## src/rtl/arith_pkg.sv

```systemverilog
// Shared arithmetic-unit constants and the divider state encoding.
package arith_pkg;

    // Dividend/quotient width (also the iteration count) and divisor/remainder width.
    localparam int DW_N  = 16;
    localparam int DW_D  = 8;
    localparam int CNT_W = $clog2(DW_N);

    typedef enum logic [1:0] {
        IDLE = 2'd0,
        BUSY = 2'd1,
        DONE = 2'd2
    } div_state_t;

endpackage

```

## src/rtl/div_step.sv

```systemverilog
// One restoring-division iteration: shift in the next dividend bit, try the subtract.
module div_step
    import arith_pkg::*;
(
    input  logic [DW_D:0]   p,
    input  logic            q_msb,
    input  logic [DW_D-1:0] divisor,
    output logic [DW_D:0]   p_next,
    output logic            q_bit
);

    logic [DW_D:0]   shifted;
    logic [DW_D+1:0] diff;

    // Subtract one bit wider than P so the top bit is a clean borrow flag.
    always_comb begin
        shifted = {p[DW_D-1:0], q_msb};
        diff    = {1'b0, shifted} - {2'b00, divisor};
        q_bit   = ~diff[DW_D+1];
        p_next  = diff[DW_D+1] ? shifted : diff[DW_D:0];
    end

endmodule

```

## src/rtl/vedic_divider_16by8.sv

```systemverilog
// Sequential 16/8 restoring divider with valid/ready on both sides.
module vedic_divider_16by8
    import arith_pkg::*;
(
    input  logic            clk,
    input  logic            rst,
    input  logic            in_valid,
    output logic            in_ready,
    input  logic [DW_N-1:0] dividend,
    input  logic [DW_D-1:0] divisor,
    output logic            out_valid,
    input  logic            out_ready,
    output logic [DW_N-1:0] quotient,
    output logic [DW_D-1:0] remainder,
    output logic            div_by_zero,
    output logic            q_ovf
);

    div_state_t       state_reg, state_next;
    logic [CNT_W-1:0] cnt_reg, cnt_next;
    logic [DW_N-1:0]  q_reg, q_next;
    logic [DW_D:0]    p_reg, p_next;
    logic [DW_D-1:0]  dsr_reg, dsr_next;
    logic [DW_N-1:0]  quotient_reg, quotient_next;
    logic [DW_D-1:0]  remainder_reg, remainder_next;
    logic             dbz_reg, dbz_next;
    logic             ovf_reg, ovf_next;
    logic             in_ready_reg, in_ready_next;
    logic             out_valid_reg, out_valid_next;

    logic [DW_D:0]    step_p;
    logic             step_q_bit;

    div_step u_step (
        .p       (p_reg),
        .q_msb   (q_reg[DW_N-1]),
        .divisor (dsr_reg),
        .p_next  (step_p),
        .q_bit   (step_q_bit)
    );

    // Next-state and datapath decode; DONE spends its first cycle loading the result registers.
    always_comb begin
        state_next     = state_reg;
        cnt_next       = cnt_reg;
        q_next         = q_reg;
        p_next         = p_reg;
        dsr_next       = dsr_reg;
        quotient_next  = quotient_reg;
        remainder_next = remainder_reg;
        dbz_next       = dbz_reg;
        ovf_next       = ovf_reg;
        in_ready_next  = in_ready_reg;
        out_valid_next = out_valid_reg;
        case (state_reg)
            IDLE: begin
                if (in_valid && in_ready_reg) begin
                    in_ready_next = 1'b0;
                    dsr_next      = divisor;
                    cnt_next      = '0;
                    if (divisor != '0) begin
                        q_next     = dividend;
                        p_next     = '0;
                        state_next = BUSY;
                    end else begin
                        // Divide-by-zero skips iteration; the result is preloaded into Q/P.
                        q_next     = '1;
                        p_next     = {1'b0, dividend[DW_D-1:0]};
                        state_next = DONE;
                    end
                end
            end
            BUSY: begin
                q_next   = {q_reg[DW_N-2:0], step_q_bit};
                p_next   = step_p;
                cnt_next = cnt_reg + 1'b1;
                if (cnt_reg == CNT_W'(DW_N - 1)) begin
                    state_next = DONE;
                end
            end
            DONE: begin
                if (!out_valid_reg) begin
                    quotient_next  = q_reg;
                    remainder_next = p_reg[DW_D-1:0];
                    dbz_next       = (dsr_reg == '0);
                    ovf_next       = (dsr_reg != '0) && (|q_reg[DW_N-1:DW_D]);
                    out_valid_next = 1'b1;
                end else if (out_ready) begin
                    out_valid_next = 1'b0;
                    in_ready_next  = 1'b1;
                    state_next     = IDLE;
                end
            end
            default: begin
                state_next = IDLE;
            end
        endcase
    end

    // State, datapath and output registers; reset aborts any operation in flight.
    always_ff @(posedge clk) begin
        if (rst) begin
            state_reg     <= IDLE;
            cnt_reg       <= '0;
            q_reg         <= '0;
            p_reg         <= '0;
            dsr_reg       <= '0;
            quotient_reg  <= '0;
            remainder_reg <= '0;
            dbz_reg       <= 1'b0;
            ovf_reg       <= 1'b0;
            in_ready_reg  <= 1'b1;
            out_valid_reg <= 1'b0;
        end else begin
            state_reg     <= state_next;
            cnt_reg       <= cnt_next;
            q_reg         <= q_next;
            p_reg         <= p_next;
            dsr_reg       <= dsr_next;
            quotient_reg  <= quotient_next;
            remainder_reg <= remainder_next;
            dbz_reg       <= dbz_next;
            ovf_reg       <= ovf_next;
            in_ready_reg  <= in_ready_next;
            out_valid_reg <= out_valid_next;
        end
    end

    assign in_ready    = in_ready_reg;
    assign out_valid   = out_valid_reg;
    assign quotient    = quotient_reg;
    assign remainder   = remainder_reg;
    assign div_by_zero = dbz_reg;
    assign q_ovf       = ovf_reg;

endmodule

```

## config.mk

```make
export PLATFORM = sky130hd
export DESIGN_NAME = vedic_divider_16by8
export DESIGN_NICKNAME = d
export VERILOG_FILES = /design/src/rtl/arith_pkg.sv /design/src/rtl/div_step.sv /design/src/rtl/vedic_divider_16by8.sv
export SDC_FILE = /design/constraint.sdc
export NUM_CORES = 1
export LEC_CHECK = 0
export ABC_AREA = 1
export CAP_MARGIN = 20
export CELL_PAD_IN_SITES_DETAIL_PLACEMENT = 0
export CELL_PAD_IN_SITES_GLOBAL_PLACEMENT = 1
export CORE_UTILIZATION = 49
export DETAILED_ROUTE_END_ITERATION = 16
export DONT_BUFFER_PORTS = 1
export PLACE_DENSITY_LB_ADDON = 0.1
export REMOVE_ABC_BUFFERS = 1
export SLEW_MARGIN = 20
export SYNTH_ARGS = -nofsm -noshare
export SYNTH_HDL_FRONTEND = slang
export SYNTH_SLANG_ARGS = --single-unit
export TNS_END_PERCENT = 30
```

## constraint.sdc

```tcl
create_clock -name clk -period 4.9 [get_ports clk]
set_input_delay 0.245 -clock clk [delete_from_list [all_inputs] [get_ports clk]]
set_output_delay 0.245 -clock clk [all_outputs]
set_load 0.03 [all_outputs]
```

==> reports/qor.yml, run 1 <==
power:
  p_switching_uw: 660
  p_clk_share_pct: 33.1
  power_density_nw_per_um2: 507
  vdd_drop_max_uv: 188
  p_leak_uw: 0.00145
  combPwrFrac_pct: 30.7
  p_int_uw: 1180
  p_seq_share_pct: 36.2
  switching_share_pct: 35.8
synthesis:
  syn-cell-area_um2: 3370
  synth-seq-cells: 66
  synth-seq-area-share_pct: 39.2
  synth_area_leader_cell: "dfxtp_1"
  synthMostInstantiatedCell: "nand2_1"
  synthTopCellsByArea: "dfxtp_1 39%, nand2_1 9.7%, a21oi_1 7.4%"
  synth_cell_types: 34
  yosys-top-cells-count: "87 x nand2_1, 66 x dfxtp_1, 50 x a21oi_1"
  syn_inst: 457
  synth_flop_cell: "dfxtp_1"
  synth_warnings: 0
  async_flop_share_pct: 0
  synth_top_cell_area_share_pct: 39.2
  synth_edf_count: 0
  avgSynthCellArea_um2: 7.38
drt:
  drc: 8
  num_vias: 2990
  vias_per_cell: 5.66
  drt_iter0_markers: 147
  first_pass_iters: 12
  wl_per_cell_um: 14.8
  ant_nets: 0
  drt-total-wl_mm: 7.84
floorplan:
  die_y_um: 84.9
  initial_core_util_pct: 51.9
  die_area_um2: 7210
  ios: 56
  core_area_um2: 6490
  die_w_um: 84.9
  rows: 29
global_route:
  met3_usage_pct: 3.99
  grt_pass1_vias: 2752
  grt.busiest_layer: "met2"
  grt_pass1_wl_mm: 13.1
  groute.usage.overall_pct: 23.0
  grt_max_degree: 41
  grt_util_met2_pct: 36.9
  antenna_found_initial: 0
  grt_use_met1_pct: 31.0
  gr-total-overflow: 0
timing:
  finalMaxSlewViolations: 0
  setup_tns_ns: 0
  period_share_pct: 54.3
  skew_ns: 0.0106
  finalCriticalPeriod_ns: 2.66
  rsz0062_at_grt: "no"
  worst_pin_slew_ns: 0.871
  maxSlewHeadroom_pct: 41.8
  setup_viol: 0
  final_hold_viol_count: 0
  clock.fmax_ghz: 0.376
finish:
  syn2layout_area_growth_pct: 7.79
  nets: 484
  insertedDiodeCount: 0
  post-route-util_pct: 55.9
  drive_gt1_share_pct: 12.2
  final_cell_count_no_fill: 528
placement:
  io_buffers: 0
  hpwl_mm: 5.39
  dp.cells: 511
  gp_congestion: 0.801
job:
  cap_violations: 0
clock_network:
  post_cts_resized: 0
  cts-buffers-inserted: 9
  cts_tree: "done"
  clockBufferDepth: 2
  clk_pin_slew_worst_paths_ns: 0.07
  cts_root_buf: "clkbuf_8"
  cts_sinks: 66
  h-tree-depth: 3
  insertion_delay_ns: 0.35
setup_path:
  r2r_slack_ns: 2.24
  path_max_fanout: 27
  cp-start-kind: "flip-flop"
  crit_required_ns: 5.15
  rr_worst_depth: 4
  r2r_end: "div_by_zero$_SDFFE_PP0P_"
  r2r-start: "out_valid$_SDFFE_PP0P_"
  cp.arrival_ns: 2.91
  end_kind: "flip-flop"
  crit_type: "flip-flop to flip-flop"
hold_path:
  holdPathStages: 2
  min-delay-start: "divisor[0]"
  hold_path.class: "input pin to flip-flop"
  hold-path-endpoint: "dsr_reg[0]$_SDFFE_PP0P_"
run_status:
  violations: "DRC"
  outcome: "complete, but fails checks"
critical path, cell delays in order (launching register included):
cell      delay, ns
dfxtp_1        0.55
clkinv_1       0.70
nand2_1        0.94
a21oi_1        0.14
a211oi_1       0.21
metrics by stage:
| stage | cell area (um2) | setup slack, ns | hold WS, ns | total power, uW |
|---|---|---|---|---|
| finish | 3630 | 2.24 | 0.0618 | 1840 |
| global route | 3630 | 1.94 | 0.0590 | 1970 |
| CTS | 3630 | 2.19 | 0.0482 | 1850 |
| floorplan | 3250 | 2.94 | 0.314 | 1120 |
| global placement | 3350 | 2.32 | 0.318 | 1230 |
| detailed placement | 3350 | 2.23 | 0.320 | 1240 |
kinds of logic after synthesis:
family          share of synthesized area (%)
fa+ha+maj                                3.93
compound gates                           19.7
xor+xnor                                0.780
buf+inv                                  9.24
flops                                    39.2
simple gates                             27.1
power groups by stage:
stage	Clock [uW]	Combinational [uW]	Sequential, uW
final	610	566	667
after floorplan	0	458	661
after detailed placement	0	558	679
after global placement	0	550	677
after CTS	621	567	667
after global routing	649	642	675
area by class of cell:
cell class                      instances  area (um2)
Tap cell                               77        96.3
Clock buffer                           10         128
Inverter                               51         194
Multi-Input combinational cell        317        1740
Sequential cell                        66        1320
Clock inverter                          6         136
Fill cell                             652        2860
Timing Repair Buffer                    1        20.0
placed cells by master, fill, tap and decap left out, drive strengths merged:
cell type / n
nand2: 95
dfxtp: 66
a21oi: 59
inv: 51
nand3: 48
nor2: 34
o21ai: 30
clkbuf: 10
nand4: 9
ha: 9
o31ai: 8
a31oi: 6
nor4: 4
o221ai: 4
bufinv: 4
o211ai: 3
a211oi: 3
xor2: 2
clkinv: 1
or2: 1
xnor2: 1
fa: 1
clkinvlp: 1
buf: 1
what timing repair did:
action                                  in CTS  in global routing
endpoints found under the hold margin       40                  0
hold buffers                                 1                  0
endpoints found under the setup margin       0                  0
setup buffers                                0                  0
per-layer routing:
metal,wire [um],vias up
met5,0,-
met4,131,0
met3,383,13
met2,3550,73
met1,3770,1380
li1,-,1524
worst max path at each step:
stage,from,to,slack (ns),cells past startpoint
after floorplan,out_valid$_SDFFE_PP0P_,div_by_zero$_SDFFE_PP0P_,2.94,4
after global placement,out_valid$_SDFFE_PP0P_,div_by_zero$_SDFFE_PP0P_,2.32,4
after detailed placement,out_valid$_SDFFE_PP0P_,div_by_zero$_SDFFE_PP0P_,2.23,4
after CTS,out_valid$_SDFFE_PP0P_,div_by_zero$_SDFFE_PP0P_,2.19,4
after global routing,out_valid$_SDFFE_PP0P_,div_by_zero$_SDFFE_PP0P_,1.94,4
final,out_valid$_SDFFE_PP0P_,div_by_zero$_SDFFE_PP0P_,2.24,4
No activity file was read; power rests on OpenSTA's default activity.
==> run 2: changes to the inputs <==
--- a/config.mk
+++ b/config.mk
@@ -9,7 +9,7 @@
 export CAP_MARGIN = 20
 export CELL_PAD_IN_SITES_DETAIL_PLACEMENT = 0
 export CELL_PAD_IN_SITES_GLOBAL_PLACEMENT = 1
-export CORE_UTILIZATION = 49
+export CORE_UTILIZATION = 41
 export DETAILED_ROUTE_END_ITERATION = 16
 export DONT_BUFFER_PORTS = 1
 export PLACE_DENSITY_LB_ADDON = 0.1
==> constraint.sdc (replaced) <==
create_clock -name clk -period 2.3 [get_ports clk]
set_input_delay 0.115 -clock clk [delete_from_list [all_inputs] [get_ports clk]]
set_output_delay 0.115 -clock clk [all_outputs]
set_load 0.03 [all_outputs]
==> run 2 against run 1 <==
Against the previous run:
- the flow finishes with violations (hold timing)
- utilization decreased by 6.7 points
- first-iteration DRC count shrank 23%
- power rose by 110%
- register-to-register slack worse by 1.8 ns
- critical endpoint is now p_reg[4]$_SDFFE_PP0P_
- highest routed layer unchanged
==> reports/qor.yml, run 2 (same netlist as run 1, synthesis figures left out) <==
clock_network:
  cts-buffers-inserted: 9
  clockBufferDepth: 2
  cts_root_buf: "clkbuf_8"
  post_cts_resized: 0
  h-tree-depth: 3
  clk_pin_slew_worst_paths_ns: 0.07
  insertion_delay_ns: 0.35
  cts_tree: "done"
  cts_sinks: 66
hold_path:
  holdPathStages: 2
  hold_path.class: "input pin to flip-flop"
setup_path:
  cp.arrival_ns: 2.10
  cp-start-kind: "flip-flop"
  path_max_fanout: 4
  end_kind: "flip-flop"
  crit_type: "flip-flop to flip-flop"
  rr_worst_depth: 9
  crit_required_ns: 2.54
floorplan:
  rows: 32
  ios: 56
  die_w_um: 92.7
  initial_core_util_pct: 43.0
  core_area_um2: 7850
  die_y_um: 92.7
  die_area_um2: 8590
timing:
  rsz0062_at_grt: "no"
  clock.fmax_ghz: 0.538
  hold_ws_ns: -0.0135
  setup_tns_ns: 0
  setup_viol: 0
  skew_ns: 0.00725
  worst_pin_slew_ns: 0.787
  maxSlewHeadroom_pct: 47.5
  finalCriticalPeriod_ns: 1.86
  period_share_pct: 80.8
  finalMaxSlewViolations: 0
  final_hold_viol_count: 1
finish:
  multi_input_area_um2: 1740
  post-route-util_pct: 49.2
  final_cell_count_no_fill: 579
  seqCellArea_um2: 1320
  layout_common_cells: "87 x nand2_1, 66 x dfxtp_1, 50 x a21oi_1"
  syn2layout_area_growth_pct: 14.6
  drive_gt1_share_pct: 13.0
  final_common_cell: "nand2_1"
  fillers: 798
  insertedDiodeCount: 0
  nets: 510
  fin_area_um2: 3860
global_route:
  groute.usage.overall_pct: 22.0
  met3_usage_pct: 5.58
  grt_use_met1_pct: 28.4
  grt.busiest_layer: "met2"
  gr-total-overflow: 0
  antenna_found_initial: 0
  grt_max_degree: 41
  grt_pass1_vias: 2925
  grt_util_met2_pct: 36.2
  grt_pass1_wl_mm: 14.7
drt:
  num_vias: 2995
  first_pass_iters: 4
  wl_per_cell_um: 15.1
  drc: 0
  vias_per_cell: 5.17
  drt_iter0_markers: 113
  ant_nets: 0
  drt-total-wl_mm: 8.76
power:
  p_leak_uw: 0.00154
  power_density_nw_per_um2: 980
  vdd_drop_max_uv: 441
placement:
  dp.cells: 543
  gp_congestion: 0.830
  io_buffers: 0
  dpl_cell_area_um2: 3430
  hpwl_mm: 6.04
run_status:
  violations: "hold timing"
  outcome: "complete, but fails checks"
job:
  cap_violations: 0
## run 2: cell count changes in the layout (fill, tap and decap cells not counted)
| cell | previous run | this run |
|---|---|---|
| dlygate4sd3_1 | 0 | 19 |
| buf_4 | 0 | 7 |
| bufinv_16 | 4 | 2 |
| clkinv_2 | 0 | 1 |
| clkinv_4 | 0 | 1 |
## run 2: metrics by stage
step           worst slack, ns  hold slack, ns  power, uW
3_5_place_dp             0.473           0.191       2680
5_1_grt                  0.322         0.00456       4070
2_1_floorplan            0.337           0.184       2390
4_1_cts                  0.466       0.0000412       3810
6_report                 0.443         -0.0135       3780
3_3_place_gp             0.460           0.190       2680
## run 2: path summary, 6_finish.rpt
path / from / end / slack (ns)
worst max-delay path: q_reg[15]$_SDFFE_PP0P_ / p_reg[4]$_SDFFE_PP0P_ / 0.44
worst min-delay path: divisor[6] / dsr_reg[6]$_SDFFE_PP0P_ / -0.01
worst max register to register: q_reg[15]$_SDFFE_PP0P_ / p_reg[4]$_SDFFE_PP0P_ / 0.44
worst min register to register: cnt_reg[3]$_SDFFE_PP0P_ / cnt_reg[3]$_SDFFE_PP0P_ / 0.47
## run 2: layer usage
| metal | wire length, um | part of all wire [%] | vias to the layer above |
|---|---|---|---|
| met5 | 0 | 0 | - |
| met4 | 96 | 1.1 | 0 |
| met3 | 372 | 4.2 | 10 |
| met2 | 4100 | 47 | 53 |
| met1 | 4190 | 48 | 1358 |
| li1 | - | - | 1574 |
## run 2: worst max-delay path, cell delays in order, from the launching register on
cell	delay (ns)
dfxtp_1	0.40
inv_1	0.10
ha_1	0.21
fa_1	0.44
nor2_1	0.13
nor2_1	0.05
xor2_1	0.19
nand2_1	0.08
nand3_1	0.09
a21oi_2	0.06
## run 2: final cells by class
class                   count  area share (%)
well taps                 102            3.31
repair buffers             27            6.80
flip-flops and latches     66            34.2
clock buffers              10            3.31
inverters                  51            5.02
clock inverters             6            2.33
multi-input cells         317            45.0
## run 2: power by group
| part | internal [uW] | switching [uW] | leakage [uW] | total [uW] |
|---|---|---|---|---|
| clock | 614 | 477 | 0.000107 | 1090 |
| combinational | 459 | 812 | 0.000893 | 1270 |
| sequential | 1270 | 152 | 0.000539 | 1420 |
| total | 2340 | 1440 | 0.00154 | 3780 |
## run 2: timing repair
item,CTS,global route
endpoints found under the setup margin,0,0
hold buffers,20,0
setup buffers,0,0
endpoints found under the hold margin,51,0
==> run 3: changes to the inputs <==
==> constraint.sdc (replaced) <==
create_clock -name clk -period 1.7 [get_ports clk]
set_input_delay 0.085 -clock clk [delete_from_list [all_inputs] [get_ports clk]]
set_output_delay 0.085 -clock clk [all_outputs]
set_load 0.03 [all_outputs]
==> run 3 against run 2 <==
Against the previous run:
- the flow now finishes without violations
- critical endpoint unchanged
- highest routed layer unchanged
- wire length increased by 6.5%
- clock-buffer cell count unchanged
- maximum frequency increased by 11%
==> reports/qor.yml, run 3 (same netlist as run 1, synthesis figures left out) <==
floorplan:
  core_area_um2: 7850
  die_area_um2: 8590
  initial_core_util_pct: 43.0
  die_w_um: 92.7
  ios: 56
  die_y_um: 92.7
  rows: 32
setup_path:
  cp_num_buf_inv: 1
  r2r-start: "q_reg[15]$_SDFFE_PP0P_"
  path_cells: "inv_2 > ha_4 > fa_2 > nor2_2 > nor2_2 > xor2_1 > nand2_1 > nand3_2 > a21oi_2"
  max_stage_delay_ns: 0.36
  crit_slowest_cell: "fa_2"
  cpLargestDelayFamily: "adder cells"
  crit_type: "flip-flop to flip-flop"
  path_max_fanout: 3
  r2r_end: "p_reg[4]$_SDFFE_PP0P_"
  cp-start-kind: "flip-flop"
  rr_worst_depth: 9
  crit_required_ns: 1.92
  r2r_slack_ns: 0.03
  cp.arrival_ns: 1.90
  crit_path_frequent_cell: "nor2_2"
  end_kind: "flip-flop"
drt:
  ant_nets: 0
  num_vias: 3195
  wl_met3_um: 503
  first_pass_iters: 4
  wl_per_cell_um: 15.4
  drt-total-wl_mm: 9.32
  drc: 0
  wl_met1_mm: 4.36
  drt_iter0_markers: 164
  met2_length_mm: 4.40
  routed.top_layer: "met4"
  vias_per_cell: 5.29
timing:
  maxSlewHeadroom_pct: 75.1
  finalCriticalPeriod_ns: 1.67
  clock.fmax_ghz: 0.598
  rsz0062_at_grt: "yes"
  period_share_pct: 98.4
  worst_pin_slew_ns: 0.370
  final_hold_viol_count: 0
  finalMaxSlewViolations: 0
  setup_ws_ns: 0.0273
  hold_ws_ns: 0.00138
  skew_ns: 0.00802
  setup_viol: 0
placement:
  hpwl_mm: 6.37
  gp_congestion: 0.857
  io_buffers: 0
  place_ws_ns: -0.0928
  dp.cells: 560
clock_network:
  cts_tree: "done"
  cts_sinks: 66
  insertion_delay_ns: 0.34
  h-tree-depth: 3
  clockBufferDepth: 2
  cts-buffers-inserted: 9
  cts_root_buf: "clkbuf_8"
  clk_pin_slew_worst_paths_ns: 0.07
hold_path:
  hold-path-endpoint: "p_reg[5]$_SDFFE_PP0P_"
  holdPathStages: 4
  hold_path.class: "input pin to flip-flop"
  min-delay-start: "dividend[5]"
finish:
  drive_gt1_share_pct: 21.5
  layout_common_cells: "85 x nand2_1, 61 x dfxtp_1, 50 x a21oi_1"
  syn2layout_area_growth_pct: 25.3
  post-route-util_pct: 53.8
  final_cell_count_no_fill: 604
  final_common_cell: "nand2_1"
  nets: 536
  insertedDiodeCount: 0
global_route:
  gr-total-overflow: 0
  antenna_found_initial: 0
  grt_pass1_wl_mm: 15.2
  groute.usage.overall_pct: 22.7
  grt_pass1_vias: 3081
  grt_max_degree: 41
power:
  power_density_nw_per_um2: 1330
  vdd_drop_max_uv: 645
  p_leak_uw: 0.00169
  power.total_uw: 5600
run_status:
  outcome: "complete, no violations"
job:
  cap_violations: 0
[run 3: cell types whose count changed in the layout (fill, tap and decap cells not counted), sizes merged]
| cell | before | now |
|---|---|---|
| nand3 | 48 | 50 |
| buf | 8 | 28 |
| dlygate4sd3 | 19 | 22 |
| nand2 | 95 | 96 |
| clkinvlp | 1 | 0 |
| inv | 51 | 50 |
| clkinv | 3 | 4 |
[run 3: timing repair]
item	in CTS	in global routing
pin swaps	2	14
hold buffers	23	0
gates resized for setup	6	24
gates cloned	0	3
setup buffers	1	2
endpoints found under the hold margin	55	0
endpoints found under the setup margin	7	9
[run 3: cell type report]
| cell class | count | area (um2) |
|---|---|---|
| clock buffers | 10 | 138 |
| flip-flops and latches | 66 | 1330 |
| well taps | 102 | 128 |
| fillers | 791 | 3620 |
| clock inverters | 5 | 78.8 |
| multi-input cells | 320 | 1890 |
| inverters | 51 | 194 |
| repair buffers | 50 | 467 |
[run 3: worst reg2reg max path: stages (launching register included)]
cell,delay (ns)
dfxtp_2,0.34
inv_2,0.06
ha_4,0.16
fa_2,0.36
nor2_2,0.13
nor2_2,0.04
xor2_1,0.23
nand2_1,0.10
nand3_2,0.07
a21oi_2,0.06
[run 3: worst max path at each step]
| stage | slack (ns) | start | to | cells after the start |
|---|---|---|---|---|
| 2_1_floorplan | -0.26 | out_valid$_SDFFE_PP0P_ | div_by_zero$_SDFFE_PP0P_ | 4 |
| 3_3_place_gp | -0.06 | q_reg[15]$_SDFFE_PP0P_ | p_reg[4]$_SDFFE_PP0P_ | 9 |
| 3_5_place_dp | -0.09 | q_reg[15]$_SDFFE_PP0P_ | p_reg[4]$_SDFFE_PP0P_ | 9 |
| 4_1_cts | -0.02 | q_reg[15]$_SDFFE_PP0P_ | p_reg[4]$_SDFFE_PP0P_ | 9 |
| 5_1_grt | -0.06 | dsr_reg[1]$_SDFFE_PP0P_ | p_reg[3]$_SDFFE_PP0P_ | 11 |
| 6_report | 0.03 | q_reg[15]$_SDFFE_PP0P_ | p_reg[4]$_SDFFE_PP0P_ | 9 |
[run 3: power breakdown]
group          leakage [uW]  switching [uW]  internal, uW
sequential         0.000541             191          1720
clock              0.000112             641           856
combinational       0.00104            1300           900
[run 3: metal layers]
layer	up-vias	GRT usage, %
met5	-	0
met4	0	6.15
met3	6	4.93
met2	73	37.9
met1	1483	29.7
li1	1633	-
[run 3: stage by stage]
stage	area, um2	TNS, ns
2_1_floorplan	3250	-5.09
3_3_place_gp	3570	-0.0634
3_5_place_dp	3570	-0.121
4_1_cts	4070	-0.0210
5_1_grt	4220	-0.0856
6_report	4220	0
